[src/rtl/mem_stage_lsu_if.sv]
// mem_stage_lsu_if: data-memory request/ready bus between the memory stage and data memory.
`default_nettype none

interface mem_stage_lsu_if #(
  parameter int XLEN = 32
);
  logic              dmem_req;
  logic              dmem_we;
  logic [XLEN-1:0]   dmem_addr;
  logic [XLEN-1:0]   dmem_wdata;
  logic [XLEN/8-1:0] dmem_be;
  logic              dmem_ready;
  logic [XLEN-1:0]   dmem_rdata;

  modport master (
    output dmem_req, dmem_we, dmem_addr, dmem_wdata, dmem_be,
    input  dmem_ready, dmem_rdata
  );

  modport slave (
    input  dmem_req, dmem_we, dmem_addr, dmem_wdata, dmem_be,
    output dmem_ready, dmem_rdata
  );
endinterface

`default_nettype wire

[src/rtl/mem_stage_lsu.sv]
// mem_stage_lsu: memory-stage load/store unit between EX/MEM and MEM/WB; stalls upstream
// while a data-memory access waits for ready. Rev 1.0
`default_nettype none

module mem_stage_lsu #(
  parameter int XLEN       = 32,
  parameter int REG_ADDR_W = 5
) (
  input  wire logic                  clk,
  input  wire logic                  reset_n,
  input  wire logic                  valid_m,
  input  wire logic [XLEN-1:0]       alu_result_m,
  input  wire logic [XLEN-1:0]       write_data_m,
  input  wire logic [REG_ADDR_W-1:0] rd_m,
  input  wire logic [XLEN-1:0]       pc_plus_4_m,
  input  wire logic                  mem_read_m,
  input  wire logic                  mem_write_m,
  input  wire logic [2:0]            funct3_m,
  input  wire logic                  reg_write_m,
  input  wire logic [1:0]            result_src_m,
  mem_stage_lsu_if.master            dmem,
  output logic                       stall_m,
  output logic                       valid_w,
  output logic                       reg_write_w,
  output logic [1:0]                 result_src_w,
  output logic [REG_ADDR_W-1:0]      rd_w,
  output logic [XLEN-1:0]            alu_result_w,
  output logic [XLEN-1:0]            pc_plus_4_w,
  output logic [XLEN-1:0]            read_data_w,
  output logic                       lsu_fault_w
);

  typedef enum logic [0:0] {
    S_IDLE = 1'b0,
    S_WAIT = 1'b1
  } state_t;

  state_t r_state;

  logic [1:0]      w_size;
  logic            w_unsigned;
  logic [1:0]      w_off;
  logic            w_mem_op;
  logic            w_f3_illegal;
  logic            w_misalign;
  logic            w_fault;
  logic            w_req;
  logic            w_stall;
  logic [3:0]      w_be;
  logic [XLEN-1:0] w_wdata;
  logic [XLEN-1:0] w_lane;
  logic [XLEN-1:0] w_load;
  logic            w_is_load;

  assign w_size     = funct3_m[1:0];
  assign w_unsigned = funct3_m[2];
  assign w_off      = alu_result_m[1:0];
  assign w_mem_op   = valid_m & (mem_read_m | mem_write_m);

  // Legal encodings are 000/001/010/100/101; anything with size 11 or unsigned word is illegal.
  assign w_f3_illegal = (w_size == 2'b11) | (funct3_m[2] & funct3_m[1]);
  assign w_misalign   = ((w_size == 2'b01) & w_off[0]) |
                        ((w_size == 2'b10) & (w_off != 2'b00));
  assign w_fault      = w_mem_op & (w_f3_illegal | w_misalign);

  // Gating with reset_n makes the request drop the instant reset asserts, even mid-WAIT.
  assign w_req   = reset_n & ((r_state == S_WAIT) | (w_mem_op & ~w_fault));
  assign w_stall = w_req & ~dmem.dmem_ready;
  assign stall_m = w_stall;

  always_comb begin
    w_be    = 4'hF;
    w_wdata = write_data_m;
    case (w_size)
      2'b00: begin
        w_be    = 4'b0001 << w_off;
        w_wdata = {4{write_data_m[7:0]}};
      end
      2'b01: begin
        w_be    = 4'b0011 << w_off;
        w_wdata = {2{write_data_m[15:0]}};
      end
      default: begin
        w_be    = 4'hF;
        w_wdata = write_data_m;
      end
    endcase
  end

  assign dmem.dmem_req   = w_req;
  assign dmem.dmem_we    = w_req & mem_write_m;
  assign dmem.dmem_addr  = w_req ? {alu_result_m[XLEN-1:2], 2'b00} : '0;
  assign dmem.dmem_wdata = (w_req & mem_write_m) ? w_wdata : '0;
  assign dmem.dmem_be    = w_req ? w_be : '0;

  assign w_lane    = dmem.dmem_rdata >> {w_off, 3'b000};
  assign w_is_load = w_mem_op & mem_read_m & ~w_fault;

  always_comb begin
    w_load = w_lane;
    case (w_size)
      2'b00:   w_load = {{(XLEN-8){~w_unsigned & w_lane[7]}}, w_lane[7:0]};
      2'b01:   w_load = {{(XLEN-16){~w_unsigned & w_lane[15]}}, w_lane[15:0]};
      default: w_load = w_lane;
    endcase
  end

  always_ff @(posedge clk or negedge reset_n) begin
    if (!reset_n) begin
      r_state      <= S_IDLE;
      valid_w      <= 1'b0;
      reg_write_w  <= 1'b0;
      result_src_w <= '0;
      rd_w         <= '0;
      alu_result_w <= '0;
      pc_plus_4_w  <= '0;
      read_data_w  <= '0;
      lsu_fault_w  <= 1'b0;
    end else begin
      case (r_state)
        S_IDLE:  if (w_stall) r_state <= S_WAIT;
        S_WAIT:  if (dmem.dmem_ready) r_state <= S_IDLE;
        default: r_state <= S_IDLE;
      endcase

      if (w_stall) begin
        valid_w     <= 1'b0;
        reg_write_w <= 1'b0;
        lsu_fault_w <= 1'b0;
      end else begin
        valid_w      <= valid_m;
        reg_write_w  <= reg_write_m & valid_m & ~w_fault;
        result_src_w <= result_src_m;
        rd_w         <= rd_m;
        alu_result_w <= alu_result_m;
        pc_plus_4_w  <= pc_plus_4_m;
        read_data_w  <= w_is_load ? w_load : '0;
        lsu_fault_w  <= w_fault;
      end
    end
  end

endmodule

`default_nettype wire
[src/flat_wrapper.sv]
// flat-port wrapper written by rule: the top's interface ports become plain ports
module mem_stage_lsu_flat 
#(
  parameter int XLEN       = 32,
  parameter int REG_ADDR_W = 5
)
  (clk, reset_n, valid_m, alu_result_m, write_data_m, rd_m, pc_plus_4_m, mem_read_m, mem_write_m, funct3_m, reg_write_m, result_src_m, stall_m, valid_w, reg_write_w, result_src_w, rd_w, alu_result_w, pc_plus_4_w, read_data_w, lsu_fault_w, dmem_dmem_req, dmem_dmem_we, dmem_dmem_addr, dmem_dmem_wdata, dmem_dmem_be, dmem_dmem_ready, dmem_dmem_rdata);
  mem_stage_lsu_if #(.XLEN(XLEN)) dmem_i ();
  input  wire logic clk;
  input  wire logic reset_n;
  input  wire logic valid_m;
  input  wire logic [XLEN-1:0] alu_result_m;
  input  wire logic [XLEN-1:0] write_data_m;
  input  wire logic [REG_ADDR_W-1:0] rd_m;
  input  wire logic [XLEN-1:0] pc_plus_4_m;
  input  wire logic mem_read_m;
  input  wire logic mem_write_m;
  input  wire logic [2:0] funct3_m;
  input  wire logic reg_write_m;
  input  wire logic [1:0] result_src_m;
  output logic stall_m;
  output logic valid_w;
  output logic reg_write_w;
  output logic [1:0] result_src_w;
  output logic [REG_ADDR_W-1:0] rd_w;
  output logic [XLEN-1:0] alu_result_w;
  output logic [XLEN-1:0] pc_plus_4_w;
  output logic [XLEN-1:0] read_data_w;
  output logic lsu_fault_w;
  output wire logic [$bits(dmem_i.dmem_req)-1:0] dmem_dmem_req;
  output wire logic [$bits(dmem_i.dmem_we)-1:0] dmem_dmem_we;
  output wire logic [$bits(dmem_i.dmem_addr)-1:0] dmem_dmem_addr;
  output wire logic [$bits(dmem_i.dmem_wdata)-1:0] dmem_dmem_wdata;
  output wire logic [$bits(dmem_i.dmem_be)-1:0] dmem_dmem_be;
  input wire logic [$bits(dmem_i.dmem_ready)-1:0] dmem_dmem_ready;
  input wire logic [$bits(dmem_i.dmem_rdata)-1:0] dmem_dmem_rdata;
  assign dmem_dmem_req = dmem_i.dmem_req;
  assign dmem_dmem_we = dmem_i.dmem_we;
  assign dmem_dmem_addr = dmem_i.dmem_addr;
  assign dmem_dmem_wdata = dmem_i.dmem_wdata;
  assign dmem_dmem_be = dmem_i.dmem_be;
  assign dmem_i.dmem_ready = dmem_dmem_ready;
  assign dmem_i.dmem_rdata = dmem_dmem_rdata;
  mem_stage_lsu #(.XLEN(XLEN), .REG_ADDR_W(REG_ADDR_W)) u_core (.clk(clk), .reset_n(reset_n), .valid_m(valid_m), .alu_result_m(alu_result_m), .write_data_m(write_data_m), .rd_m(rd_m), .pc_plus_4_m(pc_plus_4_m), .mem_read_m(mem_read_m), .mem_write_m(mem_write_m), .funct3_m(funct3_m), .reg_write_m(reg_write_m), .result_src_m(result_src_m), .dmem(dmem_i), .stall_m(stall_m), .valid_w(valid_w), .reg_write_w(reg_write_w), .result_src_w(result_src_w), .rd_w(rd_w), .alu_result_w(alu_result_w), .pc_plus_4_w(pc_plus_4_w), .read_data_w(read_data_w), .lsu_fault_w(lsu_fault_w));
endmodule
[config.mk]
export PLATFORM = sky130hd
export DESIGN_NAME = mem_stage_lsu_flat
export DESIGN_NICKNAME = d
export VERILOG_FILES = /design/src/rtl/mem_stage_lsu_if.sv /design/src/rtl/mem_stage_lsu.sv /design/src/flat_wrapper.sv
export SDC_FILE = /design/constraint.sdc
export NUM_CORES = 1
export LEC_CHECK = 0
export BUFFER_PORTS_ARGS = -buffer_cell sky130_fd_sc_hd__buf_2
export CAP_MARGIN = 40
export CORE_AREA = 2 2 126 128
export DETAILED_ROUTE_END_ITERATION = 10
export DIE_AREA = 0 0 128 130
export PLACE_DENSITY = 0.67
export SYNTH_ARGS = -nofsm -noshare
export SYNTH_HDL_FRONTEND = slang
export SYNTH_SLANG_ARGS = --single-unit
[constraint.sdc]
create_clock -name clk -period 3.05 [get_ports clk]
set_clock_uncertainty 0.15 [all_clocks]
set_input_delay 0.305 -clock clk [delete_from_list [all_inputs] [get_ports clk]]
set_output_delay 0.305 -clock clk [all_outputs]
set_load 0.01 [all_outputs]
==> flow_summary.json <==
{
  "status": "finished, final reports clean",
  "layout.cells.most_common": "buf_2",
  "start_util_pct": 36.6,
  "rsz0062_at_grt": "no",
  "setup.worst_path.start": "u_core.r_state",
  "dieArea_um2": 16600,
  "hold_path_class": "input port to register",
  "worstHoldStart": "pc_plus_4_m[17]",
  "hold_viol_final": 0,
  "slew_headroom_pct": 53.8,
  "end_kind": "output pin",
  "grt_max_degree": 48,
  "drv_cap": 0,
  "crit_buf_inv": 2,
  "cpLargestDelayFamily": "compound AO/OA/AOI/OAI gates",
  "root_buffer": "clkbuf_16",
  "p_leak_uw": 0.00401,
  "area_growth_pct": 39.9,
  "clk_latency_ns": 0.35,
  "finalWeightedCongestion": 0.787,
  "ff2ff_path_depth": 4,
  "core_um2": 15400,
  "syn_area_per_cell_um2": 11.2,
  "final_util_pct": 51.2,
  "first_pass_iters": 5,
  "netlist_instances": 503,
  "irDropWorstVdd_mv": 0.241,
  "fmaxAchievable_ghz": 0.357,
  "post_drt_wl_per_cell_um": 17.9,
  "path_cells": "o211ai_1, inv_1, and2_1, buf_2",
  "grt_overflow_total": 0,
  "ctsLongestPathBuffers": 2,
  "layout.nets": 968,
  "detail_route.drc_violations": 0,
  "drive_above_1_share_pct": 50.2,
  "path_clk_slew_ns": 0.08,
  "required_ns": 2.59,
  "ys_types": 44,
  "grt_use_total_pct": 21.1,
  "regToRegEndpoint": "u_core.alu_result_w[13]",
  "tritoncts": "built",
  "path_max_fanout": 20,
  "via_count": 5212,
  "dieHeight_um": 130,
  "hold_end": "u_core.pc_plus_4_w[17]",
  "p_per_area_nw_per_um2": 430,
  "die_w_um": 128,
  "htreeDepth": 3,
  "antenna_found_initial": 0,
  "ys_seq_area_share_pct": 47.5,
  "routed_wl_um": 18300,
  "cts_inserted_buffers": 9,
  "tightest_slew_ns": 0.690,
  "grt_pass1_vias": 4983,
  "drt_iter0_drc": 262,
  "hpwl_um": 14000,
  "regToRegSetupSlack_ns": 0.81,
  "synthesis.area_um2": 5640,
  "synth_seq_cells": 107,
  "start_kind": "register",
  "critPathMaxStageDelay_ns": 0.69,
  "tns_ns": 0,
  "worstHoldPathCells": 2,
  "slew_violations": 0,
  "insertedDiodeCount": 0,
  "numClockSinks": 107,
  "path_class": "register to output pin",
  "ant_nets": 0,
  "yosys_warnings": 0,
  "vias_per_cell": 5.11,
  "cp.arrival_ns": 2.35,
  "final_min_period_over_clock_period_pct": 91.9,
  "setup_viol_count_final": 0,
  "cts_resized": 0,
  "design.portCount": 322,
  "most-common-layout-cells": "buf_2 (319), dfrtp_1 (107), mux2_2 (56)",
  "cp.depth": 4,
  "min_period_ns": 2.80,
  "fillCellCount": 1468,
  "grt_pass1_wl_um": 27300,
  "portBuffers": 319,
  "fp-row-count": 46,
  "reg2reg_from": "u_core.r_state",
  "slowest_stage": "o211ai_1"
}
-- area by class of cell --
type | count | area (um^2) | share of cell area [%]
well taps | 192 | 240 | 3.04
flip-flops and latches | 107 | 2680 | 33.9
clock inverters | 7 | 70.1 | 0.887
repair buffers | 353 | 1960 | 24.8
inverters | 4 | 15.0 | 0.190
multi-input cells | 348 | 2710 | 34.3
clock buffers | 9 | 225 | 2.85
-- per-stage QoR --
step                      area, um^2  hold slack [ns]  setup WS, ns  total power (uW)  std cells
after global routing            7900         0.000806        0.0410              3570       1020
after global placement          7420            0.277         0.419              2230        987
after detailed placement        7450            0.278         0.372              2250        989
after CTS                       7900         0.000372         0.273              3450       1020
final                           7900           0.0135         0.249              3400       1020
after floorplan                 5650           -0.141         0.570              1910        504
-- what timing repair did --
action                                 CTS  global route
setup buffers                            0             0
hold buffers                            15             0
endpoints found under the hold margin   83             0
-- sequential cells by signal, indices dropped and copies added, names as in the netlist --
name,count
u_core.alu_result_w,32
u_core.pc_plus_4_w,32
u_core.read_data_w,32
u_core.rd_w,5
u_core.result_src_w,2
u_core.lsu_fault_w,1
u_core.r_state,1
u_core.reg_write_w,1
u_core.valid_w,1
-- layer usage --
layer	GRT usage, %	wire length [um]	up-vias
met4	5.56	265	0
met3	5.00	1130	20
met1	27.5	7600	2516
li1	-	-	2477
met2	35.6	9280	199
met5	0	0	-
-- where the power goes --
part	total (uW)	leakage, uW	internal [uW]	switching (uW)
Sequential	1550	0.00132	1500	44.7
Clock	1170	0.000135	579	587
Combinational	684	0.00255	315	369
Total	3400	0.00401	2390	1000
-- cells by family (layout without fill, tap and decap cells) --
kind of cell | count (synthesis) | in the layout | synth area share [%]
AO/OA/AOI/OAI | 120 | 120 | 15.5
multiplexers | 113 | 113 | 22.0
AND/OR/NAND/NOR | 113 | 113 | 10.2
flip-flops | 107 | 107 | 47.5
buffers and inverters | 49 | 373 | 4.70
other | 1 | 2 | 0.0665
-- cell usage after synthesis, drive strengths merged --
master,instances,share of area (%)
nor3b,1,0.13
a21boi,10,1.3
and2,39,4.3
nor2b,10,1.1
a2111oi,1,0.18
a21o,1,0.13
mux2i,34,6.0
conb,1,0.066
clkinv,1,0.066
mux2,78,16
o21a,6,0.80
dfrtp,107,47
nor3,1,0.089
o41ai,8,1.2
nand2,27,1.9
a2111o,1,0.20
or4,1,0.13
or2,1,0.11
o31ai,8,1.1
o211a,1,0.18
buf,24,3.0
nand3,2,0.18
o21ai,9,0.80
a21oi,27,2.5
and3,1,0.11
clkbuf,21,1.4
o2bb2ai,16,2.5
nor4,1,0.11
inv,3,0.20
a21bo,1,0.18
nor2,28,1.9
o2111ai,16,2.5
nor4b,1,0.16
a211oi,14,1.9
o211ai,1,0.13
mux4,1,0.40
-- how the worst max path moves through the flow --
stage	to
finish	dmem_dmem_wdata[2]
global route	dmem_dmem_wdata[1]
CTS	dmem_dmem_wdata[2]
detailed placement	dmem_dmem_wdata[0]
global placement	dmem_dmem_wdata[14]
floorplan	u_core.alu_result_w[29]
Power figures use the tool's default switching activity.
